===== src/rtl/cordic_pkg.sv =====
`default_nettype none
// ---------------------------------------------------------------------------
// Module   : cordic_pkg
// Brief    : Shared CORDIC constants: atan table, quadrants, gain, FSM codes.
// Revision : 1.0
// ---------------------------------------------------------------------------
package cordic_pkg;

  localparam int ANGLE_W      = 16;
  localparam int ATAN_ENTRIES = 14;

  // Q2.14 value of the 14-stage CORDIC gain, for downstream compensation
  localparam logic [15:0] CORDIC_GAIN = 16'd26980;

  localparam logic [1:0] QUAD_Q1 = 2'b00;
  localparam logic [1:0] QUAD_Q2 = 2'b01;
  localparam logic [1:0] QUAD_Q3 = 2'b10;
  localparam logic [1:0] QUAD_Q4 = 2'b11;

  localparam logic [0:0] ST_IDLE = 1'b0;
  localparam logic [0:0] ST_ITER = 1'b1;

  function automatic logic [ANGLE_W-1:0] atan_lut(input logic [3:0] idx);
    logic [ANGLE_W-1:0] val;
    case (idx)
      4'd0:    val = 16'd8192;
      4'd1:    val = 16'd4836;
      4'd2:    val = 16'd2555;
      4'd3:    val = 16'd1297;
      4'd4:    val = 16'd651;
      4'd5:    val = 16'd326;
      4'd6:    val = 16'd163;
      4'd7:    val = 16'd81;
      4'd8:    val = 16'd41;
      4'd9:    val = 16'd20;
      4'd10:   val = 16'd10;
      4'd11:   val = 16'd5;
      4'd12:   val = 16'd3;
      4'd13:   val = 16'd1;
      default: val = 16'd0;
    endcase
    return val;
  endfunction

endpackage
`default_nettype wire


===== src/rtl/cordic_vec_stage.sv =====
`default_nettype none
// ---------------------------------------------------------------------------
// Module   : cordic_vec_stage
// Brief    : Combinational vectoring micro-rotation driving y toward zero.
// Revision : 1.0
// ---------------------------------------------------------------------------
module cordic_vec_stage #(
  parameter int W = 16
) (
  input  logic signed [W-1:0] x_i,
  input  logic signed [W-1:0] y_i,
  input  logic        [W-1:0] z_i,
  input  logic        [3:0]   shift_i,
  input  logic        [W-1:0] atan_i,
  output logic signed [W-1:0] x_o,
  output logic signed [W-1:0] y_o,
  output logic        [W-1:0] z_o
);

  logic signed [W-1:0] xs;
  logic signed [W-1:0] ys;

  assign xs = x_i >>> shift_i;
  assign ys = y_i >>> shift_i;

  always_comb begin
    x_o = x_i;
    y_o = y_i;
    z_o = z_i;
    if (y_i[W-1]) begin
      x_o = x_i - ys;
      y_o = y_i + xs;
      z_o = z_i - atan_i;
    end else begin
      x_o = x_i + ys;
      y_o = y_i - xs;
      z_o = z_i + atan_i;
    end
  end

endmodule
`default_nettype wire


===== src/rtl/cordic_vectoring.sv =====
`default_nettype none
// ---------------------------------------------------------------------------
// Module   : cordic_vectoring
// Brief    : Iterative CORDIC vectoring: (X,Y) -> gain-scaled magnitude, phase.
// Revision : 1.0
// ---------------------------------------------------------------------------
module cordic_vectoring
  import cordic_pkg::*;
#(
  parameter int ITERATIONS = 14,
  parameter int IN_W       = 14,
  parameter int Z_W        = ANGLE_W
) (
  input  logic            clk,
  input  logic            reset,
  input  logic            start,
  input  logic [IN_W-1:0] X_in,
  input  logic [IN_W-1:0] Y_in,
  output logic            busy,
  output logic            done,
  output logic [Z_W-1:0]  mag_out,
  output logic [Z_W-1:0]  Z_out,
  output logic [1:0]      quart_out
);

  localparam int            CNT_W = 4;
  localparam logic [CNT_W-1:0] LAST = CNT_W'(ITERATIONS - 1);

  logic [0:0]            state_q, state_d;
  logic [CNT_W-1:0]      iter_q;
  logic signed [Z_W-1:0] x_q, y_q;
  logic [Z_W-1:0]        z_q;
  logic                  zero_q;
  logic                  done_q;
  logic [Z_W-1:0]        mag_q, zout_q;

  logic signed [Z_W-1:0] x_ext, y_ext, x_step, y_step;
  logic [Z_W-1:0]        z_step, atan_val;
  logic                  accept, last_iter;

  assign x_ext     = {{(Z_W-IN_W){X_in[IN_W-1]}}, X_in};
  assign y_ext     = {{(Z_W-IN_W){Y_in[IN_W-1]}}, Y_in};
  assign accept    = (state_q == ST_IDLE) && start;
  assign last_iter = (iter_q == LAST);
  assign atan_val  = Z_W'(atan_lut(iter_q));

  cordic_vec_stage #(.W(Z_W)) u_stage (
    .x_i     (x_q),
    .y_i     (y_q),
    .z_i     (z_q),
    .shift_i (iter_q),
    .atan_i  (atan_val),
    .x_o     (x_step),
    .y_o     (y_step),
    .z_o     (z_step)
  );

  always_ff @(posedge clk or posedge reset) begin
    if (reset) state_q <= ST_IDLE;
    else       state_q <= state_d;
  end

  always_comb begin
    state_d = state_q;
    case (state_q)
      ST_IDLE: if (start)     state_d = ST_ITER;
      ST_ITER: if (last_iter) state_d = ST_IDLE;
      default:                state_d = ST_IDLE;
    endcase
  end

  always_comb begin
    busy = (state_q == ST_ITER);
  end

  always_ff @(posedge clk or posedge reset) begin
    if (reset) begin
      iter_q <= '0;
      x_q    <= '0;
      y_q    <= '0;
      z_q    <= '0;
      zero_q <= 1'b0;
      done_q <= 1'b0;
      mag_q  <= '0;
      zout_q <= '0;
    end else begin
      done_q <= 1'b0;
      if (accept) begin
        iter_q <= '0;
        zero_q <= (X_in == '0) && (Y_in == '0);
        // Left half-plane: rotate by 180 deg so the micro-rotations converge
        if (X_in[IN_W-1]) begin
          x_q <= -x_ext;
          y_q <= -y_ext;
          z_q <= {1'b1, {(Z_W-1){1'b0}}};
        end else begin
          x_q <= x_ext;
          y_q <= y_ext;
          z_q <= '0;
        end
      end else if (state_q == ST_ITER) begin
        x_q    <= x_step;
        y_q    <= y_step;
        z_q    <= z_step;
        iter_q <= iter_q + 1'b1;
        if (last_iter) begin
          done_q <= 1'b1;
          mag_q  <= zero_q ? '0 : $unsigned(x_step);
          zout_q <= zero_q ? '0 : z_step;
        end
      end
    end
  end

  assign done      = done_q;
  assign mag_out   = mag_q;
  assign Z_out     = zout_q;
  assign quart_out = zout_q[Z_W-1 -: 2];

endmodule
`default_nettype wire


===== config.mk =====
export PLATFORM = sky130hd
export DESIGN_NAME = cordic_vectoring
export DESIGN_NICKNAME = d
export VERILOG_FILES = /design/src/rtl/cordic_pkg.sv /design/src/rtl/cordic_vec_stage.sv /design/src/rtl/cordic_vectoring.sv
export SDC_FILE = /design/constraint.sdc
export NUM_CORES = 1
export LEC_CHECK = 0
export ABC_AREA = 1
export ABC_CLOCK_PERIOD_IN_PS = 5200
export BUFFER_PORTS_ARGS = -buffer_cell sky130_fd_sc_hd__buf_2
export CORE_MARGIN = 3
export CORE_UTILIZATION = 45
export DETAILED_ROUTE_END_ITERATION = 6
export GPL_TIMING_DRIVEN = 0
export PLACE_DENSITY = 0.72
export REMOVE_ABC_BUFFERS = 1
export SYNTH_ARGS = -nofsm -noshare
export SYNTH_HDL_FRONTEND = slang
export SYNTH_HIERARCHICAL = 1
export SYNTH_SLANG_ARGS = --single-unit

===== constraint.sdc =====
create_clock -name clk -period 5.2 [get_ports clk]
set_input_delay 1.3 -clock clk [delete_from_list [all_inputs] [get_ports clk]]
set_output_delay 1.3 -clock clk [all_outputs]
set_load 0.1 [all_outputs]

==> results.py, run 1 <==
metrics = {
    "clock_tree": {
        "cts_buffers": 9,
        "hold_buffers": 0,
        "htreeDepth": 3,
        "cts.clk_slew.worst_paths_ns": 0.07,
        "cts_tree": "built",
        "insertion_delay_ns": 0.36,
        "cts-root-buf": "clkbuf_16",
        "cts_sinks": 87,
        "clockBufferDepth": 2,
        "cts_setup_buffers": 0,
    },
    "grt": {
        "antenna_found_initial": 0,
        "grt_pass1_vias": 8598,
        "grt_max_degree": 65,
        "grt_use_total_pct": 23.0,
        "grt_first_pass_wirelength_mm": 42.2,
        "grt-ovfl-total": 0,
    },
    "run": {
        "drv_cap": 0,
    },
    "setup_path": {
        "arrival_ns": 5.02,
        "endpoint_kind": "flip-flop",
        "cp_top_family": "compound AO/OA/AOI/OAI gates",
        "worst-setup-path-type": "reg2reg",
        "worstReg2RegStart": "iter_q[0]$_DFFE_PP0P_",
        "slowest_delay_ns": 0.69,
        "path_cells": "inv_1 -> ha_1 -> nand2_1 -> a21boi_0 -> o22ai_1 -> nor3_1 -> nor2_1 -> xor2_1 -> inv_1 -> ha_1 -> a21oi_1 -> nand2_1 -> a21boi_0 -> o21ai_0 -> a31oi_1 -> o21ai_0 -> xor2_1 -> a22o_1",
        "worstPathRequired_ns": 5.45,
        "slowest_stage": "dfrtp_4",
        "critPathLaunchType": "flip-flop",
        "startpoint": "iter_q[0]$_DFFE_PP0P_",
        "crit_fanout": 39,
        "critPathBufInv": 2,
    },
    "sta": {
        "min_period_ns": 4.78,
        "fmax_mhz": 209,
        "hold_viol": 0,
        "drv_slew": 0,
        "finalCritPeriodShare_pct": 91.8,
        "setup_viol": 0,
        "worst_slew_pin_slew_ns": 1.31,
        "fin_skew_ns": 0.0141,
        "slew_headroom_pct": 12.7,
        "rsz0062_at_grt": "false",
    },
    "finish": {
        "final_area_sq_um": 9880,
        "multi_input_area_sq_um": 6130,
        "layout_commonest_cell": "nand2_1",
        "drive_gt1_share_pct": 10.9,
        "final_cell_mix": "nand2_1, nand3_1, inv_1, o21ai_0, dfrtp_1",
        "final-seq-area_sq_um": 2190,
        "area_delta_synth_final_pct": 7.97,
        "nFillCells": 1990,
        "final_nets": 1512,
    },
    "yosys": {
        "ys_warn_count": 6,
        "async_reset_ff_share_pct": 100,
        "synth_edf_count": 0,
        "syn_avg_cell_area_sq_um": 6.53,
        "ys_seq_area_share_pct": 23.8,
        "syn_inst": 1402,
        "synth.distinct_cells": 50,
        "synthFlopType": "dfrtp_1",
        "netlist_area_sq_um": 9150,
        "ys_ff_latch": 87,
    },
    "worst_hold_path": {
        "hold_path.class": "reg2reg",
        "hp-start": "zero_q$_DFFE_PP0P_",
    },
    "route": {
        "drt-vias-per-instance": 5.53,
        "ant_nets": 0,
        "routed_wirelength_mm": 25.4,
        "dr.pass1.iters": 6,
        "dr_total_vias": 9343,
        "drt_iter0_drc": 723,
        "drc": 0,
        "routedWlPerCell_microns": 15.0,
    },
    "floorplanning": {
        "initial_utilization_pct": 46.4,
        "die_h_microns": 149,
        "core_area_sq_um": 19700,
        "die-width_microns": 149,
        "dieArea_sq_um": 22100,
        "io_pins": 67,
        "num_rows": 51,
    },
    "placed_design": {
        "port_buffers": 66,
        "dp_hpwl_mm": 18.8,
        "gp_congestion": 0.947,
        "placed_cell_area_sq_um": 9530,
    },
    "run_status": {
        "outcome": "finished, final reports clean",
    },
}
==> registers in the layout (all words and copies together) (netlist names) <==
signal	cells
z_q	16
y_q	16
iter_q	4
mag_out	16
done	1
Z_out	16
x_q	16
zero_q	1
busy	1
==> worst reg2reg max path: stages, from the launching register on <==
cell and delay (ns):
dfrtp_4 0.69, inv_1 0.21, ha_1 0.27, nand2_1 0.09, a21boi_0 0.31, o22ai_1 0.15
nor3_1 0.47, nor2_1 0.10, xor2_1 0.17, inv_1 0.06, ha_1 0.33, a21oi_1 0.18
nand2_1 0.11, a21boi_0 0.49, o21ai_0 0.23, a31oi_1 0.29, o21ai_0 0.16, xor2_1 0.17
a22o_1 0.21
==> layout make-up <==
cell class / instances / share of cell area [%]
tap: 265 / 3.36
timing repair buffer: 68 / 3.82
multi-input combinational: 1113 / 62.0
clock buffer: 10 / 2.42
sequential: 87 / 22.2
antenna: 1 / 0.0253
inverter: 138 / 5.46
clock inverter: 6 / 0.582
timing repair inverter: 3 / 0.177
==> metal layers <==
layer	wire length [microns]	vias to the layer above	share of wire, %	track usage (%)
li1	-	4711	-	-
met1	12100	4316	47	33.2
met2	11400	284	45	36.3
met3	1620	32	6.3	3.29
met4	391	0	1.5	6.05
met5	0	-	0	0
==> final timing paths <==
path	end	slack, ns	cells after the start
setup / recovery	z_q[12]$_DFFE_PP0P_	0.42	18
hold / removal	zero_q$_DFFE_PP0P_	0.48	2
setup reg to reg	z_q[12]$_DFFE_PP0P_	0.42	18
hold reg to reg	zero_q$_DFFE_PP0P_	0.48	2
max in group asynchronous	busy$_DFF_PP0_	3.62	3
min in group asynchronous	z_q[3]$_DFFE_PP0P_	0.92	2
==> stage by stage <==
| stage | std cells | worst slack, ns | utilization (%) | TNS, ns | hold WS [ns] |
|---|---|---|---|---|---|
| after floorplan | 1338 | 0.830 | - | 0 | 0.452 |
| after global placement | 1669 | -0.314 | 48.1 | -1.95 | 0.467 |
| after detailed placement | 1671 | -0.335 | 48.3 | -3.14 | 0.468 |
| after CTS | 1687 | 0.131 | 49.9 | 0 | 0.485 |
| after global routing | 1690 | 0.0158 | 50.1 | 0 | 0.522 |
| final | 1691 | 0.424 | 50.1 | 0 | 0.484 |
==> cell usage after synthesis, types with 2 or more instances <==
| master | n | area [sq um] |
|---|---|---|
| o21bai_1 | 2 | 15.0 |
| nand4_1 | 8 | 50.1 |
| nor3_1 | 11 | 55.1 |
| nor2_2 | 7 | 43.8 |
| clkbuf_1 | 25 | 93.8 |
| xor2_1 | 52 | 455 |
| and2_1 | 2 | 12.5 |
| o21ai_4 | 2 | 32.5 |
| nor2_1 | 79 | 297 |
| fa_1 | 3 | 60.1 |
| nand2_2 | 21 | 131 |
| nand3b_1 | 3 | 22.5 |
| inv_1 | 128 | 480 |
| o21a_1 | 2 | 15.0 |
| dfrtp_1 | 87 | 2180 |
| ha_1 | 58 | 726 |
| o21ai_0 | 87 | 435 |
| o21ai_2 | 3 | 26.3 |
| o211ai_1 | 5 | 37.5 |
| buf_2 | 23 | 115 |
| o311ai_0 | 2 | 17.5 |
| a31oi_1 | 9 | 56.3 |
| a21oi_1 | 65 | 325 |
| a22o_1 | 17 | 149 |
| nand3_1 | 206 | 1030 |
| o22ai_1 | 6 | 37.5 |
| buf_4 | 7 | 52.6 |
| nor2_4 | 4 | 45.0 |
| a22oi_1 | 26 | 195 |
| or2_2 | 2 | 12.5 |
| inv_2 | 6 | 22.5 |
| nand2_1 | 385 | 1450 |
| o21ai_1 | 2 | 10.0 |
| a21boi_0 | 5 | 37.5 |
| clkinv_1 | 2 | 7.51 |
| xnor2_1 | 14 | 123 |
| nand3_2 | 9 | 90.1 |
| o31ai_1 | 7 | 52.6 |
| buf_1 | 5 | 18.8 |
| buf_6 | 5 | 56.3 |
==> cells by family (layout without fill, tap and decap cells) <==
group           after synthesis  count (layout)  synth area share [%]
compound gates              244             244                  16.2
xor+xnor                     66              66                  6.32
fa+ha+maj                    61              61                  8.59
buf+inv                     203             225                  9.38
flops                        87              87                  23.8
other cells                   1               3                0.0410
simple gates                740             740                  35.7
==> timing repair <==
action | 4_1_cts | 5_1_grt
setup endpoints to repair | 22 | 21
resized for setup | 3 | 9
gates cloned | 0 | 3
Power of run 1 is not shown: default switching activity piles up to over one toggle a cycle in this logic, so the estimate is an artifact.
==> inputs of run 2 (changes only) <==
- ABC_AREA: 1 -> default
- PLACE_DENSITY: 0.72 -> 0.73
==> results.py, run 2 <==
metrics = {
    "run_status": {
        "outcome": "finished, final reports clean",
    },
    "sta": {
        "fmax_mhz": 205,
        "rsz0062_at_grt": "true",
        "fin_skew_ns": 0.00925,
        "worst_slew_pin_slew_ns": 0.969,
        "slew_headroom_pct": 35.4,
        "drv_slew": 0,
        "hold_viol": 0,
        "finalCritPeriodShare_pct": 93.9,
        "setup_viol": 0,
        "min_period_ns": 4.88,
    },
    "floorplanning": {
        "die-width_microns": 148,
        "num_rows": 51,
        "die_h_microns": 148,
        "initial_utilization_pct": 46.0,
        "dieArea_sq_um": 21800,
        "core_area_sq_um": 19600,
        "io_pins": 67,
    },
    "yosys": {
        "synth_edf_count": 0,
        "synthFlopType": "dfrtp_1",
        "synth.distinct_cells": 83,
        "ys_warn_count": 6,
        "yosysMostFrequentCell": "nand2_1",
        "syn_inst": 1055,
        "syn_avg_cell_area_sq_um": 8.55,
        "synth_common_cells": "nand2_1, dfrtp_1, o21ai_0",
        "ys_seq_area_share_pct": 24.1,
        "ys_ff_latch": 87,
        "netlist_area_sq_um": 9020,
        "synth_area_leaders": "dfrtp_1, ha_1, mux4_2, xnor2_1, o21ai_0",
        "yosysTopAreaCell": "dfrtp_1",
        "synth_top_area_share_pct": 24.1,
        "async_reset_ff_share_pct": 100,
    },
    "run": {
        "drv_cap": 0,
    },
    "route": {
        "drt_iter0_drc": 710,
        "ant_nets": 0,
        "drc": 0,
        "dr.pass1.iters": 5,
        "dr_total_vias": 7960,
        "routed_wirelength_mm": 22.3,
        "routedWlPerCell_microns": 16.5,
        "drt-vias-per-instance": 5.91,
    },
    "setup_path": {
        "worst-setup-path-type": "reg2reg",
        "arrival_ns": 5.16,
        "critPathLaunchType": "flip-flop",
        "worst_r2r_path_depth": 18,
        "crit_fanout": 39,
        "worstPathRequired_ns": 5.47,
        "rrSetupSlack_ns": 0.32,
        "endpoint_kind": "flip-flop",
    },
    "clock_tree": {
        "cts_buffers": 9,
        "cts.clk_slew.worst_paths_ns": 0.07,
        "insertion_delay_ns": 0.35,
        "cts_sinks": 87,
        "cts-root-buf": "clkbuf_16",
        "cts_tree": "built",
        "htreeDepth": 3,
        "clockBufferDepth": 2,
        "hold_buffers": 0,
    },
    "grt": {
        "grt_pass1_vias": 7598,
        "grt_first_pass_wirelength_mm": 37.4,
        "grt_use_total_pct": 20.6,
        "grt_max_degree": 94,
        "antenna_found_initial": 0,
        "grt-ovfl-total": 0,
    },
    "finish": {
        "n_antenna_cell": 0,
        "area_delta_synth_final_pct": 9.92,
        "post-route-util_pct": 50.6,
        "layout_commonest_cell": "nand2_1",
        "drive_gt1_share_pct": 15.5,
        "final_nets": 1170,
        "fin_cells": 1347,
        "final_cell_mix": "nand2_1, o21ai_0, dfrtp_1, nor2_1, buf_2",
        "nFillCells": 1906,
    },
    "placed_design": {
        "port_buffers": 66,
        "gp_congestion": 0.906,
        "post-place-cells": 1330,
        "dp_hpwl_mm": 16.1,
    },
    "worst_hold_path": {
        "hold_path.class": "reg2reg",
        "whs_path_depth": 2,
    },
}
-- run 2: cell count changes in the layout (fill, tap and decap cells not counted), moves of 10 or more --
cell	delta
nand2_1	-280
xor2_1	-23
a21oi_1	-11
inv_1	-85
nand2_2	-21
nand3_1	-188
nand2b_1	+50
mux4_2	+30
mux2i_1	+28
nor2b_1	+10
xnor2_1	+49
nor3_1	+10
-- run 2: cell families after synthesis --
| group | Yosys count | share of synthesized area [%] |
|---|---|---|
| simple gates | 358 | 21.0 |
| compound gates | 285 | 20.7 |
| buf+inv | 105 | 4.87 |
| xor+xnor | 92 | 8.93 |
| flops | 87 | 24.1 |
| mux | 66 | 11.6 |
| fa+ha+maj | 61 | 8.71 |
| other cells | 1 | 0.0416 |
-- run 2: final timing paths --
kind,from,to
max,iter_q[0]$_DFFE_PP0P_,y_q[14]$_DFFE_PP0P_
min,Z_out[5]$_DFFE_PP0P_,Z_out[5]$_DFFE_PP0P_
max reg2reg,iter_q[0]$_DFFE_PP0P_,y_q[14]$_DFFE_PP0P_
min reg2reg,Z_out[5]$_DFFE_PP0P_,Z_out[5]$_DFFE_PP0P_
max in group asynchronous,reset,iter_q[3]$_DFFE_PP0P_
min in group asynchronous,reset,mag_out[5]$_DFFE_PP0P_
-- run 2: timing repair --
item,4_1_cts,5_1_grt
resized for setup,1,8
gates cloned,0,0
setup endpoints to repair,5,17
buffers inserted,0,2
-- run 2: final cells by class --
cell class                 instances  area (sq um)  area share, %
sequential                        87          2190           22.1
timing repair buffer              74           490           4.95
inverter                          41           158           1.59
clock inverter                     3          68.8          0.694
tap                              265           332           3.34
multi-input combinational        865          6430           64.9
clock buffer                      12           236           2.39
-- run 2: stage by stage --
step	setup TNS, ns	cell area, sq um	worst slack [ns]	hold WS [ns]
3_3_place_gp	-32.51	9400	-1.04	0.455
6_report	0	9910	0.316	0.469
4_1_cts	0	9840	0.0642	0.479
5_1_grt	0	9910	0.000650	0.488
2_1_floorplan	-0.563	8740	-0.175	0.470
3_5_place_dp	-0.340	9530	-0.177	0.465
-- run 2: metal layers --
layer  GRT usage [%]  part of all wire [%]  routed length, microns  vias to the layer above
met5               0                     0                       0                        -
met4            6.29                   2.4                     527                        0
met3            2.88                   5.3                    1180                       40
met2            34.7                    47                   10500                      241
met1            27.8                    45                   10100                     3814
li1                -                     -                       -                     3865
-- run 2: worst max-delay path, cell delays in order, from the launching register on --
cell and delay [ns]:
dfrtp_2 0.47, buf_12 0.27, mux2_1 0.38, mux2_2 0.28, mux4_2 0.52, inv_1 0.08, ha_1 0.22, mux2_2 0.29
fa_1 0.44, a21o_1 0.17, a21oi_1 0.24, o21bai_1 0.12, a31oi_1 0.28, o2111ai_1 0.21, a31o_2 0.27, a21oi_1 0.17
xnor2_1 0.14, a21oi_1 0.08, a21oi_1 0.15
Power of run 2 is left out for the same reason.
==> inputs of run 3 (changes only) <==
- CORE_UTILIZATION: 45 -> 49
- PLACE_DENSITY: 0.73 -> 0.67
==> results.py, run 3 (same netlist as run 2, synthesis figures left out) <==
metrics = {
    "clock_tree": {
        "cts.clk_slew.worst_paths_ns": 0.06,
        "cts-root-buf": "clkbuf_16",
        "hold_buffers": 0,
        "cts_buffers": 9,
        "cts_sinks": 87,
        "insertion_delay_ns": 0.36,
        "cts_tree": "built",
        "clockBufferDepth": 2,
        "htreeDepth": 3,
    },
    "setup_path": {
        "worstReg2RegStart": "iter_q[1]$_DFFE_PP0P_",
        "rrSetupSlack_ns": 0.35,
        "arrival_ns": 5.12,
        "r2r-end": "mag_out[15]$_DFFE_PP0P_",
        "path_cells": "buf_12 -> mux4_2 -> mux2_2 -> a21oi_2 -> ha_1 -> a21oi_1 -> ha_1 -> nor2b_1 -> o31a_1 -> o22ai_1 -> o2111ai_1 -> o311ai_0 -> o21a_1 -> o21ai_0 -> xnor2_1 -> nand2b_1 -> o21ai_0",
        "worstPathRequired_ns": 5.47,
        "endpoint_kind": "flip-flop",
        "crit_end": "mag_out[15]$_DFFE_PP0P_",
        "slowest_delay_ns": 0.56,
        "slowest_stage": "mux4_2",
        "critPathLaunchType": "flip-flop",
        "critPathBufInv": 1,
        "startpoint": "iter_q[1]$_DFFE_PP0P_",
        "cp.depth": 17,
        "worst-setup-path-type": "reg2reg",
        "worst_r2r_path_depth": 17,
        "crit_fanout": 36,
        "cp_top_family": "compound AO/OA/AOI/OAI gates",
    },
    "grt": {
        "grt_first_pass_wirelength_mm": 36.7,
        "met1_usage_pct": 29.5,
        "grt_max_degree": 94,
        "grt_pass1_vias": 7410,
        "grt_use_met2_pct": 36.5,
        "antenna_found_initial": 0,
        "grt_use_total_pct": 22.1,
        "grt_use_met3_pct": 4.15,
        "grt-ovfl-total": 0,
        "busiest_layer": "met2",
    },
    "sta": {
        "min_period_ns": 4.85,
        "fin_skew_ns": 0.0100,
        "hold_viol": 0,
        "finalCritPeriodShare_pct": 93.3,
        "fin_tns_setup_ns": 0,
        "slew_headroom_pct": 38.5,
        "setup_viol": 0,
        "fmax_mhz": 206,
        "worst_slew_pin_slew_ns": 0.922,
        "rsz0062_at_grt": "false",
        "fin_ws_ns": 0.349,
        "drv_slew": 0,
    },
    "run": {
        "drv_cap": 0,
    },
    "floorplanning": {
        "die-width_microns": 142,
        "io_pins": 67,
        "core_area_sq_um": 17700,
        "die_h_microns": 142,
        "initial_utilization_pct": 51.1,
        "num_rows": 48,
        "dieArea_sq_um": 20100,
    },
    "route": {
        "drc": 0,
        "routedWlPerCell_microns": 16.7,
        "dr_total_vias": 7800,
        "dr.pass1.iters": 5,
        "drt_iter0_drc": 484,
        "routed_wirelength_mm": 21.8,
        "drt-vias-per-instance": 5.97,
        "ant_nets": 0,
    },
    "finish": {
        "nFillCells": 1677,
        "area_delta_synth_final_pct": 8.91,
        "layout_commonest_cell": "nand2_1",
        "post-route-util_pct": 55.6,
        "drive_gt1_share_pct": 15.4,
        "n_antenna_cell": 0,
        "final_cell_mix": "nand2_1, o21ai_0, dfrtp_1, nor2_1, buf_2",
        "final_nets": 1169,
    },
    "placed_design": {
        "port_buffers": 66,
        "dp_hpwl_mm": 16.2,
        "gp_congestion": 0.893,
        "pre_cts_ws_ns": -0.148,
    },
    "worst_hold_path": {
        "hold_path.class": "reg2reg",
    },
    "run_status": {
        "outcome": "finished, final reports clean",
    },
}
==> run 3: cell types whose count changed in the layout (fill, tap and decap cells not counted), sizes merged <==
cell	delta
clkinvlp	+1
bufinv	-2
buf	-1
clkbuf	-1
inv	+2
clkinv	+1
==> run 3: final cells by class <==
cell class | instances | area (sq um) | share of cell area [%]
Timing Repair Buffer | 73 | 483 | 4.92
Inverter | 41 | 158 | 1.60
Tap cell | 225 | 282 | 2.87
Clock inverter | 5 | 41.3 | 0.420
Sequential cell | 87 | 2190 | 22.3
Clock buffer | 11 | 243 | 2.47
Multi-Input combinational cell | 865 | 6430 | 65.4
==> run 3: metrics by stage <==
stage | hold WS (ns) | cells | instance area (sq um)
2_1_floorplan | 0.470 | 993 | 8740
3_3_place_gp | 0.456 | 1284 | 9350
3_5_place_dp | 0.465 | 1291 | 9520
4_1_cts | 0.479 | 1307 | 9810
5_1_grt | 0.497 | 1307 | 9820
6_report | 0.470 | 1307 | 9820
==> run 3: worst min path at each step <==
stage	startpoint	end	slack (ns)	cells after the start
after CTS	mag_out[4]$_DFFE_PP0P_	mag_out[4]$_DFFE_PP0P_	0.48	2
after global placement	Z_out[5]$_DFFE_PP0P_	Z_out[5]$_DFFE_PP0P_	0.46	2
after floorplan	z_q[10]$_DFFE_PP0P_	z_q[10]$_DFFE_PP0P_	0.47	1
after global routing	Z_out[1]$_DFFE_PP0P_	Z_out[1]$_DFFE_PP0P_	0.50	2
after detailed placement	Z_out[4]$_DFFE_PP0P_	Z_out[4]$_DFFE_PP0P_	0.46	2
final	Z_out[5]$_DFFE_PP0P_	Z_out[5]$_DFFE_PP0P_	0.47	2
==> run 3: repair_timing <==
item / in CTS / in global routing
endpoints found under the setup margin: 4 / 16
resized for setup: 1 / 5
endpoints found under the hold margin: 0 / 0
setup buffers: 0 / 0
==> run 3: per-layer routing <==
metal / vias up / share of wire (%) / wire length, microns
met5: - / 0 / 0
met4: 0 / 1.9 / 410
met3: 25 / 5.5 / 1190
met2: 215 / 47 / 10300
met1: 3685 / 45 / 9890
li1: 3875 / - / -
==> run 3: tightest hold or removal path: stages (launching register included) <==
cell and delay, ns:
dfrtp_1 0.34, nand2_1 0.04, o21ai_0 0.05
Power of run 3 is left out for the same reason.
